==> src/rtl/preaddmult_pipe.sv <==
// Four-stage signed pre-adder/multiplier ((a op b) * c) with a valid flag carried alongside the data.
// Define PREADDMULT_ACC_EN to turn the output stage into a wrapping accumulator.
module preaddmult_pipe #(
    parameter int AW   = 16,
    parameter int BW   = 16,
    parameter int CW   = 16,
    parameter int OUTW = 48
) (
    input  logic            clk,
    input  logic            rst_n,
    input  logic            ce,
    input  logic            in_valid,
    input  logic [1:0]      mode,
    input  logic [AW-1:0]   a,
    input  logic [BW-1:0]   b,
    input  logic [CW-1:0]   c,
    input  logic            acc_clr,
    output logic            out_valid,
    output logic [OUTW-1:0] dout
);

    localparam int PAW = ((AW > BW) ? AW : BW) + 1;
    localparam int MW  = PAW + CW;

    logic signed [AW-1:0]   a_s1;
    logic signed [BW-1:0]   b_s1;
    logic signed [CW-1:0]   c_s1;
    logic [1:0]             mode_s1;
    logic                   valid_s1;

    logic signed [PAW-1:0]  a_ext;
    logic signed [PAW-1:0]  b_ext;
    logic signed [PAW-1:0]  preadd;

    logic signed [PAW-1:0]  preadd_s2;
    logic signed [CW-1:0]   c_s2;
    logic                   valid_s2;

    logic signed [MW-1:0]   prod;
    logic signed [MW-1:0]   m_s3;
    logic                   valid_s3;

    logic signed [OUTW-1:0] m_ext;
    logic signed [OUTW-1:0] p;

`ifdef PREADDMULT_ACC_EN
    logic clr_s1;
    logic clr_s2;
    logic clr_s3;
`else
    logic unused_acc_clr;
    assign unused_acc_clr = acc_clr;
`endif

    always_ff @(posedge clk) begin
        if (!rst_n) begin
            a_s1     <= '0;
            b_s1     <= '0;
            c_s1     <= '0;
            mode_s1  <= '0;
            valid_s1 <= 1'b0;
        end else if (ce) begin
            a_s1     <= a;
            b_s1     <= b;
            c_s1     <= c;
            mode_s1  <= mode;
            valid_s1 <= in_valid;
        end
    end

    // One guard bit on top of the wider operand makes every mode overflow-free.
    assign a_ext = PAW'(a_s1);
    assign b_ext = PAW'(b_s1);

    always_comb begin
        preadd = a_ext;
        case (mode_s1)
            2'b00:   preadd = a_ext + b_ext;
            2'b01:   preadd = a_ext - b_ext;
            2'b10:   preadd = b_ext - a_ext;
            default: preadd = a_ext;
        endcase
    end

    always_ff @(posedge clk) begin
        if (!rst_n) begin
            preadd_s2 <= '0;
            c_s2      <= '0;
            valid_s2  <= 1'b0;
        end else if (ce) begin
            preadd_s2 <= preadd;
            c_s2      <= c_s1;
            valid_s2  <= valid_s1;
        end
    end

    assign prod = MW'(preadd_s2) * MW'(c_s2);

    always_ff @(posedge clk) begin
        if (!rst_n) begin
            m_s3     <= '0;
            valid_s3 <= 1'b0;
        end else if (ce) begin
            m_s3     <= prod;
            valid_s3 <= valid_s2;
        end
    end

    assign m_ext = OUTW'(m_s3);

`ifdef PREADDMULT_ACC_EN
    // The clear flag only matters for real samples, so it is qualified on entry.
    always_ff @(posedge clk) begin
        if (!rst_n) begin
            clr_s1 <= 1'b0;
            clr_s2 <= 1'b0;
            clr_s3 <= 1'b0;
        end else if (ce) begin
            clr_s1 <= in_valid & acc_clr;
            clr_s2 <= clr_s1;
            clr_s3 <= clr_s2;
        end
    end

    always_ff @(posedge clk) begin
        if (!rst_n) begin
            p         <= '0;
            out_valid <= 1'b0;
        end else if (ce) begin
            if (valid_s3) begin
                p <= (clr_s3 ? '0 : p) + m_ext;
            end
            out_valid <= valid_s3;
        end
    end
`else
    always_ff @(posedge clk) begin
        if (!rst_n) begin
            p         <= '0;
            out_valid <= 1'b0;
        end else if (ce) begin
            p         <= m_ext;
            out_valid <= valid_s3;
        end
    end
`endif

    assign dout = p;

endmodule

==> config.mk <==
export PLATFORM = sky130hd
export DESIGN_NAME = preaddmult_pipe
export DESIGN_NICKNAME = d
export VERILOG_FILES = /design/src/rtl/preaddmult_pipe.sv
export SDC_FILE = /design/constraint.sdc
export NUM_CORES = 1
export LEC_CHECK = 0
export CORE_MARGIN = 5
export CORE_UTILIZATION = 50
export CTS_BUF_LIST = sky130_fd_sc_hd__clkbuf_16
export DETAILED_ROUTE_END_ITERATION = 7
export PLACE_DENSITY = 0.7
export SETUP_SLACK_MARGIN = 0.05
export SLEW_MARGIN = 20
export SYNTH_ARGS = -nofsm -noshare
export SYNTH_HDL_FRONTEND = slang
export SYNTH_SLANG_ARGS = --single-unit
==> constraint.sdc <==
create_clock -name clk -period 13.4 [get_ports clk]
set_input_delay 2.68 -clock clk [delete_from_list [all_inputs] [get_ports clk]]
set_output_delay 2.68 -clock clk [all_outputs]
set_load 0.1 [all_outputs]
Word level (Yosys, flattened, before mapping) --
Cells that the tools add are included. Widths: inputs -> output; s select.
Word-level totals: word-level logic and storage cells 20, output and inout port bits 49, register bits 153
Operators by class: multipliers 1, mux-type cells 1, $add $sub $neg 3, equal/unequal tests 2, reductions and logical operators 1
Operator list (number):
- $pmux 17 s3 | 1
- $sub 16x16->17 | 2
- $mul 17x16->33 | 1
- $add 16x16->17 | 1
- $eq 2x1->1 const B | 1
- $eq 2x2->1 const B | 1
- $logic_not 2->1 | 1

Longest topological paths before layout --
Gate-level depths: netlist of run 1.
word-level depth 2, depth in mapped cells 24

Worst setup path before layout of run 1 --
No wires, ideal clock.
path kind register to register, start point reg c_s2[1], end point reg m_s3[31], required time 13326 ps, cell stages (with the launch flop) 22, path buffers 1, clock period less this slack 6277 ps, setup slack 7123 ps, setup time 74 ps, arrival time 6203 ps, cells stage by stage dfxtp_1 > clkbuf_1 > nand2_1 > inv_1 > fa_1 > fa_1 > inv_1 > fa_1 > inv_1 > fa_1 > fa_1 > inv_1 > fa_1 > inv_1 > ha_1 > and3_4 > nand3_2 > or3_4 > o211ai_2 > nand2_1 > or4b_1 > a31oi_1
On the way: longest elaborated chain between the ends 1
RTL lines:
- start, declared | line 36 | logic signed [CW-1:0] c_s2;
- start signal, assigned | line 92 | c_s2 <= c_s1;
- $mul 17x16->33 | line 97 | assign prod = MW'(preadd_s2) * MW'(c_s2);
- end signal, assigned | line 104 | m_s3 <= prod;
- end, declared | line 40 | logic signed [MW-1:0] m_s3;
Every way passes these cells. A chain may end at the register's enable or synchronous reset.

Worst setup path in the final report of run 1 --
start point reg c_s2[2], end point reg m_s3[31]
The elaborated chain is that of the path after synthesis.

==> flow_metrics.env, run 1 <==
export IMPL_status="finished clean"
export IMPL_synth_flop_cell="dfxtp_1"
export IMPL_overflow=0
export IMPL_drt_first_pass_iters=5
export IMPL_timing_reg2reg_setup_slack_ns=6.08
export IMPL_area_delta_synth_final_pct=10.18
export IMPL_dieArea_mm2=0.03939
export IMPL_cts_inserted_buffers=17
export IMPL_synthCells=1963
export IMPL_yosysUniqueCellTypes=66
export IMPL_cts_hold_buf=0
export IMPL_grt_pass1_vias=13720
export IMPL_final_cells=2469
export IMPL_cp_num_buf_inv=5
export IMPL_cts_max_level=4
export IMPL_grt_max_degree=82
export IMPL_fill_cells=3098
export IMPL_cts_tree="yes"
export IMPL_slowest_delay_ns=0.90
export IMPL_synth_sequential_area_ratio=0.1724
export IMPL_cp_top_family="adder cells"
export IMPL_num_rows=69
export IMPL_avgViaCountPerCell=5.262
export IMPL_cts_resized=0
export IMPL_timing_final_crit_share=0.5460
export IMPL_dp_cells=2437
export IMPL_start_util=0.5030
export IMPL_wl_mm=41.72
export IMPL_rsz0062_at_grt="no"
export IMPL_r2r_end="m_s3[31]"
export IMPL_gp_congestion=0.9257
export IMPL_cap_violations=0
export IMPL_setup_viol=0
export IMPL_grt_pass1_wl_mm=69.92
export IMPL_endpoint_kind="flop"
export IMPL_synth_warnings=0
export IMPL_clk_latency_ns=0.44
export IMPL_p_leak_nw=9.499
export IMPL_hold_end="m_s3[25]"
export IMPL_cpMaxStageDelayCell="fa_1"
export IMPL_hp_start="m_s3[25]"
export IMPL_path_class="flop to flop"
export IMPL_hp_class="flop to flop"
export IMPL_wl_per_cell_um=16.90
export IMPL_skew_ns=0.008685
export IMPL_worstPathMaxFanout=18
export IMPL_vias=12990
export IMPL_wl_met2_mm=19.57
export IMPL_synth_area_mm2=0.01776
export IMPL_nNetsFinal=2445
export IMPL_worst_setup_path_start_kind="flop"
export IMPL_cts_path_max_buffers=2
export IMPL_hold_viol=0
export IMPL_relSlewSlack=0.3076
export IMPL_clk_pin_slew_ns=0.07
export IMPL_hold_depth=2
export IMPL_drt_met1_wl_mm=18.16
export IMPL_grt_use_total=0.2211
export IMPL_fmax_mhz=136.7
export IMPL_drive_gt1_frac=0.03237
export IMPL_slew_violations=0
export IMPL_arrival_ns=7.68
export IMPL_fp_dieH_um=198.5
export IMPL_avgSynthCellArea_um2=9.048
export IMPL_fin_setup_tns_ns=0
export IMPL_cts_sinks=153
export IMPL_synth_nets=2413
export IMPL_post_cts_setup_buffers=0
export IMPL_crit_top_cell="fa_1"
export IMPL_top_layer="met5"
export IMPL_fp_dieW_um=198.5
export IMPL_power_density_mw_per_mm2=75.63
export IMPL_multi_input_area_mm2=0.01300
export IMPL_period_needed_ns=7.317
export IMPL_regArea_mm2=0.003063
export IMPL_drtIter0Drc=600
export IMPL_drc_errors=0
export IMPL_antenna_found_initial=1
export IMPL_worst_slew_pin_slew_ns=1.035
export IMPL_wl_met3_mm=3.047
export IMPL_core_mm2=0.03531
export IMPL_root_buffer="clkbuf_16"
export IMPL_path_cells="nand2_1 -> inv_1 -> fa_1 -> fa_1 -> inv_1 -> fa_1 -> inv_1 -> fa_1 -> fa_1 -> inv_1 -> fa_1 -> inv_1 -> ha_1 -> and3_4 -> nand3_2 -> or3_4 -> o211ai_2 -> nand2_1 -> or4b_1 -> a31oi_1"
export IMPL_ys_seq_elements=153
export IMPL_ir_drop_uv=97.50
export IMPL_synth_edf_count=0
export IMPL_worstRegToRegCells=20
export IMPL_postRouteAntennaNets=0
export IMPL_io_buffers=102
export IMPL_worstReg2RegStart="c_s2[2]"
export IMPL_ys_async_sr_fraction=0
export IMPL_diodes=0
export IMPL_io_pins=104
export IMPL_crit_required_ns=13.77
export IMPL_place_hpwl_mm=32.24
## state kept, by name, summed over array words and instances, names as in the netlist, 2 cells and up
register / count
dout: 33
m_s3: 33
preadd_s2: 17
a_s1: 16
b_s1: 16
c_s1: 16
c_s2: 16
mode_s1: 2
## report_power, final
group	switching, mW	internal, mW
combinational	0.257	0.188
sequential	0.0671	0.483
clock	0.234	0.251
total	0.558	0.922
## cell type report
| cell class | count | area share |
|---|---|---|
| Tap cell | 461 | 0.02947 |
| Clock inverter | 15 | 0.008695 |
| Clock buffer | 17 | 0.02174 |
| Multi-Input combinational cell | 1380 | 0.6643 |
| Timing Repair Buffer | 109 | 0.05505 |
| Inverter | 334 | 0.06419 |
| Sequential cell | 153 | 0.1565 |
## layer usage
| layer | track usage | vias to the layer above |
|---|---|---|
| met5 | 0 | - |
| met4 | 0.05395 | 2 |
| met3 | 0.05268 | 77 |
| met2 | 0.3660 | 358 |
| met1 | 0.2962 | 6385 |
| li1 | - | 6171 |
## Yosys cell counts (3+ instances only)
cell	n	share of area
a211o_1	4	0.0020
a211oi_1	7	0.0030
a21boi_1	4	0.0017
a21o_1	14	0.0059
a21oi_1	61	0.017
a31oi_1	11	0.0039
and2_1	132	0.046
buf_1	17	0.0036
buf_4	15	0.0063
clkbuf_1	61	0.013
clkbuf_8	3	0.0023
dfxtp_1	153	0.17
fa_1	278	0.31
ha_1	117	0.082
inv_1	332	0.070
mux2i_1	126	0.071
nand2_1	186	0.039
nand2b_1	18	0.0063
nand3_1	7	0.0020
nand4_1	4	0.0014
nor2_1	178	0.038
nor2b_1	10	0.0035
nor3_1	13	0.0037
o211a_1	3	0.0017
o211ai_1	13	0.0055
o21a_1	7	0.0030
o21ai_0	26	0.0073
o21ai_1	21	0.0059
o21bai_1	8	0.0034
o31ai_1	10	0.0042
or2_2	6	0.0021
xnor2_1	43	0.021
xor2_1	29	0.014
## cells in the final DEF (no fill, tap or decap), drive strengths merged, types with 5 or more instances in the layout
master,synthesis,routed
inv,334,343
nor3,13,13
ha,117,117
clkbuf,64,18
and2,134,134
nor2b,10,10
clkinv,0,5
nand2b,18,18
o211ai,14,14
o21bai,8,8
mux2i,126,126
a21oi,61,61
xor2,29,29
or2,6,6
clkdlybuf4s50,0,101
a211oi,7,7
o21a,7,7
a21o,16,16
nand2,186,186
xnor2,44,44
dfxtp,153,153
fa,278,278
o21ai,48,48
a31oi,11,11
o31ai,10,10
nand3,8,8
nor2,180,180
buf,32,7
## logic make-up after synthesis
logic type | share of synthesized area
fa+ha+maj | 0.3957
simple gates | 0.1510
mux | 0.07101
xor+xnor | 0.03642
buf+inv | 0.09573
flops | 0.1724
compound gates | 0.07763
## worst min-delay path, stage by stage, from the launching register on
cell,delay [ns]
dfxtp_1,0.31
nand2_1,0.05
o21ai_1,0.05
## how the worst max path moves through the flow
stage / start / to / slack (ns) / depth (start not counted)
6_report: c_s2[2] / m_s3[31] / 6.08 / 20
5_1_grt: preadd_s2[16] / m_s3[31] / 5.75 / 20
4_1_cts: preadd_s2[16] / m_s3[31] / 6.13 / 20
3_5_place_dp: preadd_s2[16] / m_s3[31] / 6.17 / 20
3_3_place_gp: preadd_s2[16] / m_s3[31] / 6.23 / 20
2_1_floorplan: c_s2[1] / m_s3[31] / 7.12 / 21
## stage by stage
stage	utilization	total power [mW]	hold slack, ns	setup WS, ns	cell area, um2
3_5_place_dp	0.5373	1.003	0.4404	6.167	18970
4_1_cts	0.5542	1.493	0.4506	6.133	19570
5_1_grt	0.5542	1.572	0.4657	5.748	19570
2_1_floorplan	-	0.8701	0.4248	7.123	17760
3_3_place_gp	0.5373	0.9915	0.4405	6.230	18970
6_report	0.5542	1.480	0.4464	6.083	19570
(Power assumes the default switching activity.)
==> inputs of run 2 (changes only) <==
==> constraint.sdc (replaced) <==
create_clock -name clk -period 7.4 [get_ports clk]
set_input_delay 1.48 -clock clk [delete_from_list [all_inputs] [get_ports clk]]
set_output_delay 1.48 -clock clk [all_outputs]
set_load 0.1 [all_outputs]
==> flow_metrics.env, run 2 (synthesis results as in run 1) <==
export IMPL_cts_tree="yes"
export IMPL_fmax_mhz=149.7
export IMPL_grt_use_total=0.2267
export IMPL_grt_util_met1=0.3027
export IMPL_root_buffer="clkbuf_16"
export IMPL_relSlewSlack=0.2987
export IMPL_place_area_mm2=0.01910
export IMPL_post_cts_setup_buffers=0
export IMPL_drt_first_pass_iters=5
export IMPL_status="finished clean"
export IMPL_slew_violations=0
export IMPL_grt_pass1_wl_mm=71.94
export IMPL_path_class="flop to flop"
export IMPL_ir_drop_uv=179.6
export IMPL_final_cells=2486
export IMPL_hold_viol=0
export IMPL_fp_dieW_um=198.5
export IMPL_worstPathMaxFanout=18
export IMPL_gp_congestion=0.9126
export IMPL_antenna_found_initial=0
export IMPL_arrival_ns=7.05
export IMPL_start_util=0.5030
export IMPL_worstRegToRegCells=20
export IMPL_cts_inserted_buffers=17
export IMPL_dp_cells=2454
export IMPL_worst_slew_pin_slew_ns=1.049
export IMPL_wl_per_cell_um=16.98
export IMPL_overflow=0
export IMPL_use_met2=0.3794
export IMPL_endpoint_kind="flop"
export IMPL_totalPowerFinal_mw=2.706
export IMPL_num_rows=69
export IMPL_clk_latency_ns=0.45
export IMPL_cts_hold_buf=0
export IMPL_timing_final_crit_share=0.9030
export IMPL_final_area_mm2=0.01969
export IMPL_vias=13160
export IMPL_drtIter0Drc=576
export IMPL_rsz0062_at_grt="no"
export IMPL_clk_pin_slew_ns=0.07
export IMPL_power_density_mw_per_mm2=137.5
export IMPL_hp_class="flop to flop"
export IMPL_drive_gt1_frac=0.04000
export IMPL_wl_mm=42.20
export IMPL_postRouteAntennaNets=0
export IMPL_cts_sinks=153
export IMPL_period_needed_ns=6.682
export IMPL_grt_max_degree=88
export IMPL_dieArea_mm2=0.03939
export IMPL_place_hpwl_mm=33.46
export IMPL_fin_setup_tns_ns=0
export IMPL_avgViaCountPerCell=5.294
export IMPL_skew_ns=0.01865
export IMPL_p_leak_nw=9.593
export IMPL_setup_viol=0
export IMPL_io_pins=104
export IMPL_worst_setup_path_start_kind="flop"
export IMPL_cts_path_max_buffers=2
export IMPL_cap_violations=0
export IMPL_crit_required_ns=7.77
export IMPL_fp_dieH_um=198.5
export IMPL_core_mm2=0.03531
export IMPL_layout_commonest_cell="inv_1"
export IMPL_drc_errors=0
export IMPL_grtUsageMet3=0.05081
export IMPL_cts_max_level=4
export IMPL_busiest_layer="met2"
export IMPL_io_buffers=102
export IMPL_cts_resized=0
export IMPL_hold_depth=2
export IMPL_nNetsFinal=2462
export IMPL_area_delta_synth_final_pct=10.84
export IMPL_layout_common_cells="inv_1 (332), fa_1 (278), nand2_1 (186), nor2_1 (178), dfxtp_1 (153)"
export IMPL_grt_pass1_vias=14070
export IMPL_diodes=0
-- run 2: cell types whose count changed in the layout (fill, tap and decap cells not counted), sizes merged --
cell | before | now
inv | 343 | 340
clkinv | 5 | 8
clkinvlp | 1 | 0
bufinv | 0 | 1
buf | 7 | 24
-- run 2: power breakdown --
| group | leakage, nW | internal [mW] | switching, mW |
|---|---|---|---|
| Combinational | 8.05 | 0.350 | 0.490 |
| Sequential | 1.25 | 0.875 | 0.0982 |
| Clock | 0.292 | 0.478 | 0.415 |
-- run 2: area by class of cell --
cell class,instances,area (um2)
multi-input combinational,1380,13000
tap,461,576.8
clock buffer,17,425.4
sequential,153,3063
inverter,334,1256
timing repair buffer,126,1205
clock inverter,15,162.7
fill,3113,15620
-- run 2: worst paths after layout --
check / from / end / slack (ns)
setup / recovery: c_s2[4] / m_s3[31] / 0.72
hold reg to reg: m_s3[21] / m_s3[21] / 0.45
hold / removal: m_s3[21] / m_s3[21] / 0.45
setup reg to reg: c_s2[4] / m_s3[31] / 0.72
-- run 2: worst max-delay path: stages (launching register included) --
cell and delay [ns]:
dfxtp_1 0.70, nand2_1 0.25, fa_1 0.58, inv_1 0.07, fa_1 0.58, inv_1 0.21, fa_1 0.43, inv_1 0.09
fa_1 0.41, fa_1 0.49, inv_1 0.05, fa_1 0.50, inv_1 0.06, ha_1 0.37, and3_4 0.23, nand3_2 0.10
or3_4 0.41, o211ai_2 0.30, nand2_1 0.14, or4b_1 0.48, a31oi_1 0.16
-- run 2: metal layers --
layer | vias up | routed length, um
li1 | 6219 | -
met2 | 372 | 20290
met3 | 52 | 2567
met5 | - | 0
met4 | 0 | 848
met1 | 6518 | 18500
-- run 2: stage by stage --
step,worst slack [ns],utilization,hold slack (ns)
after floorplan,1.123,-,0.4248
after global placement,0.7521,0.5409,0.4427
after detailed placement,0.6697,0.5409,0.4480
after CTS,0.6531,0.5576,0.4615
after global routing,0.2555,0.5576,0.4705
final,0.7179,0.5576,0.4544
